File: src/rtl/key_click_mode.sv
`default_nettype none
// ============================================================================
// Module   : key_click_mode
// Brief    : Key-driven VGA display-mode selector. Key A advances the mode;
//            with KEY_DBL_CLICK_EN defined, a second key-A release inside the
//            double-click window returns to mode 0 instead. Key B steps the
//            mode back and always takes priority over key A.
// Config   : `define KEY_DBL_CLICK_EN to enable the double-click window
//            (IDLE/WAIT FSM plus a 25-bit window counter).
// Revision : 1.0 - initial release
// ============================================================================
module key_click_mode #(
    parameter int MODE_NUM = 6,
    parameter int WIN      = 25_000_000
) (
    input  logic       clk,
    input  logic       rst,
    input  logic       flag_a,
    input  logic       flag_b,
    output logic [2:0] mode,
    output logic       upd,
    output logic       dbl,
    output logic       busy
);

    localparam logic [2:0]  c_MODE_MAX = 3'(MODE_NUM - 1);
    localparam logic [3:0]  c_MODE_NUM = 4'(MODE_NUM);
    localparam logic [24:0] c_WIN_LAST = 25'(WIN - 1);

    logic [2:0] r_mode;
    logic       r_upd;
    logic [2:0] w_mode_inc;
    logic [2:0] w_mode_dec;
    logic       w_mode_bad;
    logic [2:0] w_mode_nxt;
    logic       w_upd_nxt;

    // Wrapping neighbours of the current mode and the out-of-range detector
    always_comb begin
        w_mode_inc = (r_mode == c_MODE_MAX) ? 3'd0 : r_mode + 3'd1;
        w_mode_dec = (r_mode == 3'd0) ? c_MODE_MAX : r_mode - 3'd1;
        w_mode_bad = ({1'b0, r_mode} >= c_MODE_NUM);
    end

`ifdef KEY_DBL_CLICK_EN
    localparam logic [0:0] c_ST_IDLE = 1'b0;
    localparam logic [0:0] c_ST_WAIT = 1'b1;

    logic [0:0]  r_state;
    logic [0:0]  w_state_nxt;
    logic [24:0] r_cnt;
    logic [24:0] w_cnt_nxt;
    logic        r_dbl;
    logic        w_dbl_nxt;

    // State, window counter and double-click pulse registers
    always_ff @(posedge clk or posedge rst) begin
        if (rst) begin
            r_state <= c_ST_IDLE;
            r_cnt   <= 25'd0;
            r_dbl   <= 1'b0;
        end else begin
            r_state <= w_state_nxt;
            r_cnt   <= w_cnt_nxt;
            r_dbl   <= w_dbl_nxt;
        end
    end

    // Next-state decode: key B cancels/steps back, key A in WAIT is a double
    // click, and window expiry with no key resolves a single click
    always_comb begin
        w_state_nxt = r_state;
        w_cnt_nxt   = r_cnt;
        w_mode_nxt  = r_mode;
        w_upd_nxt   = 1'b0;
        w_dbl_nxt   = 1'b0;
        case (r_state)
            c_ST_IDLE: begin
                if (flag_b) begin
                    w_mode_nxt = w_mode_dec;
                    w_upd_nxt  = 1'b1;
                end else if (flag_a) begin
                    w_state_nxt = c_ST_WAIT;
                    w_cnt_nxt   = 25'd0;
                end
            end
            c_ST_WAIT: begin
                w_cnt_nxt = r_cnt + 25'd1;
                if (flag_b) begin
                    w_mode_nxt  = w_mode_dec;
                    w_upd_nxt   = 1'b1;
                    w_state_nxt = c_ST_IDLE;
                    w_cnt_nxt   = 25'd0;
                end else if (flag_a) begin
                    // Every cycle spent in WAIT lies inside the window, the
                    // last one (cnt == WIN-1) included
                    w_mode_nxt  = 3'd0;
                    w_upd_nxt   = 1'b1;
                    w_dbl_nxt   = 1'b1;
                    w_state_nxt = c_ST_IDLE;
                    w_cnt_nxt   = 25'd0;
                end else if (r_cnt == c_WIN_LAST) begin
                    w_mode_nxt  = w_mode_inc;
                    w_upd_nxt   = 1'b1;
                    w_state_nxt = c_ST_IDLE;
                    w_cnt_nxt   = 25'd0;
                end
            end
            default: begin
                w_state_nxt = c_ST_IDLE;
                w_cnt_nxt   = 25'd0;
            end
        endcase
        if (w_mode_bad) begin
            w_mode_nxt = 3'd0;
        end
    end

    assign busy = (r_state == c_ST_WAIT);
    assign dbl  = r_dbl;
`else
    logic w_unused_win;

    // Immediate decode: key B steps back, key A advances, both wrap
    always_comb begin
        w_mode_nxt = r_mode;
        w_upd_nxt  = 1'b0;
        if (flag_b) begin
            w_mode_nxt = w_mode_dec;
            w_upd_nxt  = 1'b1;
        end else if (flag_a) begin
            w_mode_nxt = w_mode_inc;
            w_upd_nxt  = 1'b1;
        end
        if (w_mode_bad) begin
            w_mode_nxt = 3'd0;
        end
    end

    // The window length only matters when double-click support is built in
    assign w_unused_win = ^c_WIN_LAST;
    assign busy = 1'b0;
    assign dbl  = 1'b0;
`endif

    // Registered mode and update pulse
    always_ff @(posedge clk or posedge rst) begin
        if (rst) begin
            r_mode <= 3'd0;
            r_upd  <= 1'b0;
        end else begin
            r_mode <= w_mode_nxt;
            r_upd  <= w_upd_nxt;
        end
    end

    assign mode = r_mode;
    assign upd  = r_upd;

endmodule
`default_nettype wire

File: config.mk
export PLATFORM = sky130hd
export DESIGN_NAME = key_click_mode
export DESIGN_NICKNAME = d
export VERILOG_FILES = /design/src/rtl/key_click_mode.sv
export SDC_FILE = /design/constraint.sdc
export NUM_CORES = 1
export LEC_CHECK = 0
export CORE_AREA = 3 3 40 42
export CTS_BUF_LIST = sky130_fd_sc_hd__clkbuf_4
export CTS_CLUSTER_DIAMETER = 120
export DETAILED_ROUTE_END_ITERATION = 12
export DIE_AREA = 0 0 43 45
export HOLD_SLACK_MARGIN = 0.15
export PLACE_DENSITY = 0.48
export SLEW_MARGIN = 20
export SYNTH_ARGS = -nofsm -noshare
export SYNTH_HDL_FRONTEND = slang
export SYNTH_SLANG_ARGS = --single-unit
File: constraint.sdc
create_clock -name clk -period 1.05 [get_ports clk]
set_input_delay 0.21 -clock clk [delete_from_list [all_inputs] [get_ports clk]]
set_output_delay 0.21 -clock clk [all_outputs]
set_load 0.01 [all_outputs]
==> run metrics, run 1 <==
status complete, but fails checks; failing checks setup timing; total track usage 6.76%; metal2 WL 267 µm; clock period minus final worst setup slack 1.11 ns; Initial Util 17.1%; CP endpoint kind flip-flop; area leader, netlist dfrtp_1; crit share post-route 106%; Row Count 13; reg-to-reg startpoint mode[0]; die area 0.00194 mm²; P_leak 0.178 nW; WP data arrival 1.28 ns; clk root buf clkbuf_4; depth of the CTS H-tree 1; drt pass-1 iters 1; Die Span Y 45 µm; Layout Nets 43; Via-to-Cell Ratio 4.08; met3 wire length 51 µm; Worst-path clk slew 0.04 ns; Diodes inserted 0; final setup fails 2; Die W 43 µm; CTS buffer count 3; HP Class input port to asynchronous set/reset pin; pwr dens 2600 mW/mm²; sequential share of the synthesized area 45.5%; Synth area leaders dfrtp_1, nand4b_1, nor4bb_2, buf_4, xnor2_1; Max Fclk 0.901 GHz; required time of the critical path 1.22 ns; Clock Sinks 4; total number of vias 212; Syn-to-layout area delta 67.0%; top-level I/O count 10; worst hold slack 0.159 ns; # DRC 0; Seq cells post-synth 4; top sig layer met4; largest net degree at the start of global routing 7; worst vdd ir 0.510 mV; post-synth top area share 45.5%; synthesized area 220 µm²; Setup CP Type flip-flop to flip-flop; layout cell share with drive strength beyond 1 40.5%; fill cell count 146; clock skew 0.00533 ns; CTS tree yes; Clock Latency Late Sink 0.23 ns; Syn Area/Cell 10.0 µm²; clk buf depth 2; CTS Hold Bufs 0; grt total ovfl 0; core area 0.00128 mm²; number of DRC markers in iteration 0 0; max_cap viols 0; DP Worst Slack -0.278 ns; first-pass GRT wire length 848 µm; vias in the first global route 222; synth warn 0; met1 WL 178 µm; Distinct cells, synth 16; cells after synthesis 22; setup ws final -0.0604 ns; ANT nets after route 0; Setup crit start kind flip-flop; Post-Place Cells 48; Setup TNS Final -0.0887 ns; area of the multi-input gates 118 µm²; Critical Path Start mode[0]; Routed Wire Length 506 µm; initial antenna violation count 0; register area 100 µm²; Final Hold Fails 0; RSZ-0062 raised after global routing true; Layout Cells excl Fill 52; Slew Viols, Final 0; critical path peak fanout 4; GP Congestion 0.654; routed len/inst 9.73 µm; commonest cells after routing, fill and taps aside dfrtp_1, buf_4, clkbuf_4, clkbuf_2; # port buffers 7
per-layer routing:
| layer | vias to the layer above | GRT usage [%] |
|---|---|---|
| li1 | 102 | - |
| met1 | 99 | 5.58 |
| met2 | 9 | 9.88 |
| met3 | 2 | 3.98 |
| met4 | 0 | 9.04 |
| met5 | - | 0 |
through the flow:
stage / area [µm²] / total power [W] / utilization [%]
floorplan: 224 / 0.000462 / -
detailed placement: 335 / 0.000735 / 26.1
global route: 368 / 0.00103 / 28.6
finish: 368 / 0.000955 / 28.6
global placement: 335 / 0.000725 / 26.1
CTS: 378 / 0.000965 / 29.4
flip-flops by register name, summed over array words and instances, names as in the netlist:
name,count
mode,3
upd,1
path summary, 6_finish.rpt:
check	end	slack, ns	depth (start not counted)
worst max-delay path	mode[2]	-0.06	4
worst min-delay path	mode[2]	0.16	2
worst max register to register	mode[2]	-0.06	4
worst min register to register	mode[1]	0.58	2
max in group asynchronous	mode[1]	0.74	2
min in group clk	mode[1]	0.58	2
repair_timing:
| action | 4_1_cts | 5_1_grt |
|---|---|---|
| setup endpoints to repair | 7 | 6 |
| gates resized for setup | 13 | 5 |
| pin swaps | 1 | 3 |
| setup buffers | 0 | 1 |
critical path, cell delays in order (launching register included):
cell and delay, ns:
dfrtp_1 0.38, buf_6 0.13, nand2b_4 0.13, or3_1 0.34, nand3_1 0.07
kinds of logic after synthesis:
family / after synthesis / share of synthesized area, %
compound gates: 3 / 7.38
xor+xnor: 1 / 3.98
buf+inv: 4 / 10.2
flops: 4 / 45.5
other cells: 1 / 1.70
simple gates: 9 / 31.3
power by group:
part	internal (W)	switching, W
Clock	0.000128	0.0000601
Combinational	0.000301	0.000214
Sequential	0.000215	0.0000373
Total	0.000644	0.000311
synth_stat cells:
library cell  count
dfrtp_1           4
nand4b_1          2
o21ai_1           1
nand3b_1          1
buf_4             2
or3_1             1
nand2b_1          1
nand2_1           1
a21oi_1           1
or2_1             1
a31oi_1           1
inv_1             2
conb_1            1
nor4bb_2          1
nand3_1           1
xnor2_1           1
final cells by class:
type,count,area share (%)
clock buffer,3,6.12
inverter,2,2.04
timing repair buffer,13,27.6
multi-input combinational,15,32.0
tap,15,5.10
sequential,4,27.2
No activity file was read; power rests on OpenSTA's default activity.
==> inputs of run 2 (changes only) <==
- SKIP_LAST_GASP: unset -> 1
==> run 2 against run 1 <==
Effect of this change: largest power group unchanged; clock power about the same; cell count unchanged; worst setup slack got worse by 0.0012 ns; critical endpoint is now mode[2]; register-to-register slack is essentially flat; the run still ends with setup timing left; sequential power is essentially flat; global-route usage is the same; critical path depth down 3.
==> run metrics, run 2 (synthesized netlist as in run 1, its figures left out) <==
Row Count 13; Slew Viols, Final 0; Pwr Total 0.000959 W; grt total ovfl 0; RSZ-0062 raised after global routing true; Setup crit start kind flip-flop; Die Span Y 45 µm; ANT nets after route 0; CTS Hold Bufs 0; Die W 43 µm; Final Hold Fails 0; GP Congestion 0.654; max FFs per register 3; final setup fails 3; clock skew 0.00533 ns; core area 0.00128 mm²; cell family with most CP delay flip-flops; Layout Nets 43; CP Cell Sequence dlygate4sd2_1; clk buf depth 2; pwr dens 2580 mW/mm²; Via-to-Cell Ratio 4.08; max incr delay on CP 0.38 ns; clk root buf clkbuf_4; HP Class input port to asynchronous set/reset pin; failing checks setup timing; commonest cells after routing, fill and taps aside dfrtp_1, buf_4, clkbuf_4; CP endpoint kind output pin; top-level I/O count 10; status complete, but fails checks; Max Fclk 0.900 GHz; die area 0.00194 mm²; # DRC 0; worst vdd ir 0.510 mV; number of DRC markers in iteration 0 0; Routed Wire Length 506 µm; largest net degree at the start of global routing 7; first-pass GRT wire length 848 µm; layout cell share with drive strength beyond 1 37.8%; # port buffers 7; Worst-path clk slew 0.04 ns; setup ws final -0.0616 ns; fill cell count 146; CP bufs+invs 1; clock period minus final worst setup slack 1.11 ns; Diodes inserted 0; slowest cell on the critical path dfrtp_1; Post-Place Cells 48; crit share post-route 106%; worst hold slack 0.159 ns; critical path peak fanout 2; CTS tree yes; P_leak 0.180 nW; total track usage 6.76%; Initial Util 17.1%; Placed Area 335 µm²; fin area 372 µm²; Layout Cells excl Fill 52; total number of vias 212; routed len/inst 9.73 µm; vias in the first global route 222; drt pass-1 iters 1; Syn-to-layout area delta 68.7%; CTS buffer count 3; depth of the CTS H-tree 1; max_cap viols 0; Clock Latency Late Sink 0.23 ns; WP data arrival 0.90 ns; Setup CP Type flip-flop to output pin; Clock Sinks 4; initial antenna violation count 0; required time of the critical path 0.84 ns; Final Util 28.9%
[run 2: cell count changes in the layout (fill, tap and decap cells not counted)]
cell	change
clkbuf_2	-1
dlygate4sd2_1	+1
[run 2: timing repair]
item                                    4_1_cts  5_1_grt
cloned                                        0        0
buffers inserted                              0        1
hold endpoints to repair                      0        0
gates resized for setup                      10        6
pin swaps                                     1        3
endpoints found under the setup margin        7        6
[run 2: final timing paths]
path | startpoint | to | slack (ns) | cells past startpoint
max reg2reg | mode[0] | mode[2] | -0.06 | 4
min | rst | mode[2] | 0.16 | 2
min in group clk | mode[1] | mode[1] | 0.58 | 2
max | mode[2] | mode[2] | -0.06 | 1
max in group asynchronous | rst | mode[1] | 0.74 | 2
min reg2reg | mode[1] | mode[1] | 0.58 | 2
[run 2: metal layers]
layer / up-vias / track usage, % / share of wire [%]
met5: - / 0 / 0
met4: 0 / 9.04 / 1.6
met3: 2 / 3.98 / 11
met2: 9 / 9.88 / 53
met1: 99 / 5.58 / 34
li1: 102 / - / -
[run 2: cell type report]
class                      count  area [µm²]  area share (%)
inverter                       2        7.51            2.02
sequential                     4         100            26.9
tap                           15        18.8            5.05
timing repair buffer          13         105            28.3
clock buffer                   3        22.5            6.06
multi-input combinational     15         118            31.6
[run 2: power by group]
| group | switching [W] | leakage, nW | internal [W] |
|---|---|---|---|
| combinational | 0.000214 | 0.119 | 0.000306 |
| sequential | 0.0000365 | 0.0478 | 0.000215 |
| clock | 0.0000601 | 0.0138 | 0.000128 |
| total | 0.000310 | 0.180 | 0.000648 |
[run 2: through the flow]
stage          setup TNS (ns)  worst slack (ns)
6_report               -0.149           -0.0616
5_1_grt                -0.337            -0.125
4_1_cts                -0.225           -0.0648
3_5_place_dp            -1.07            -0.278
3_3_place_gp           -0.998            -0.252
2_1_floorplan               0           0.00728
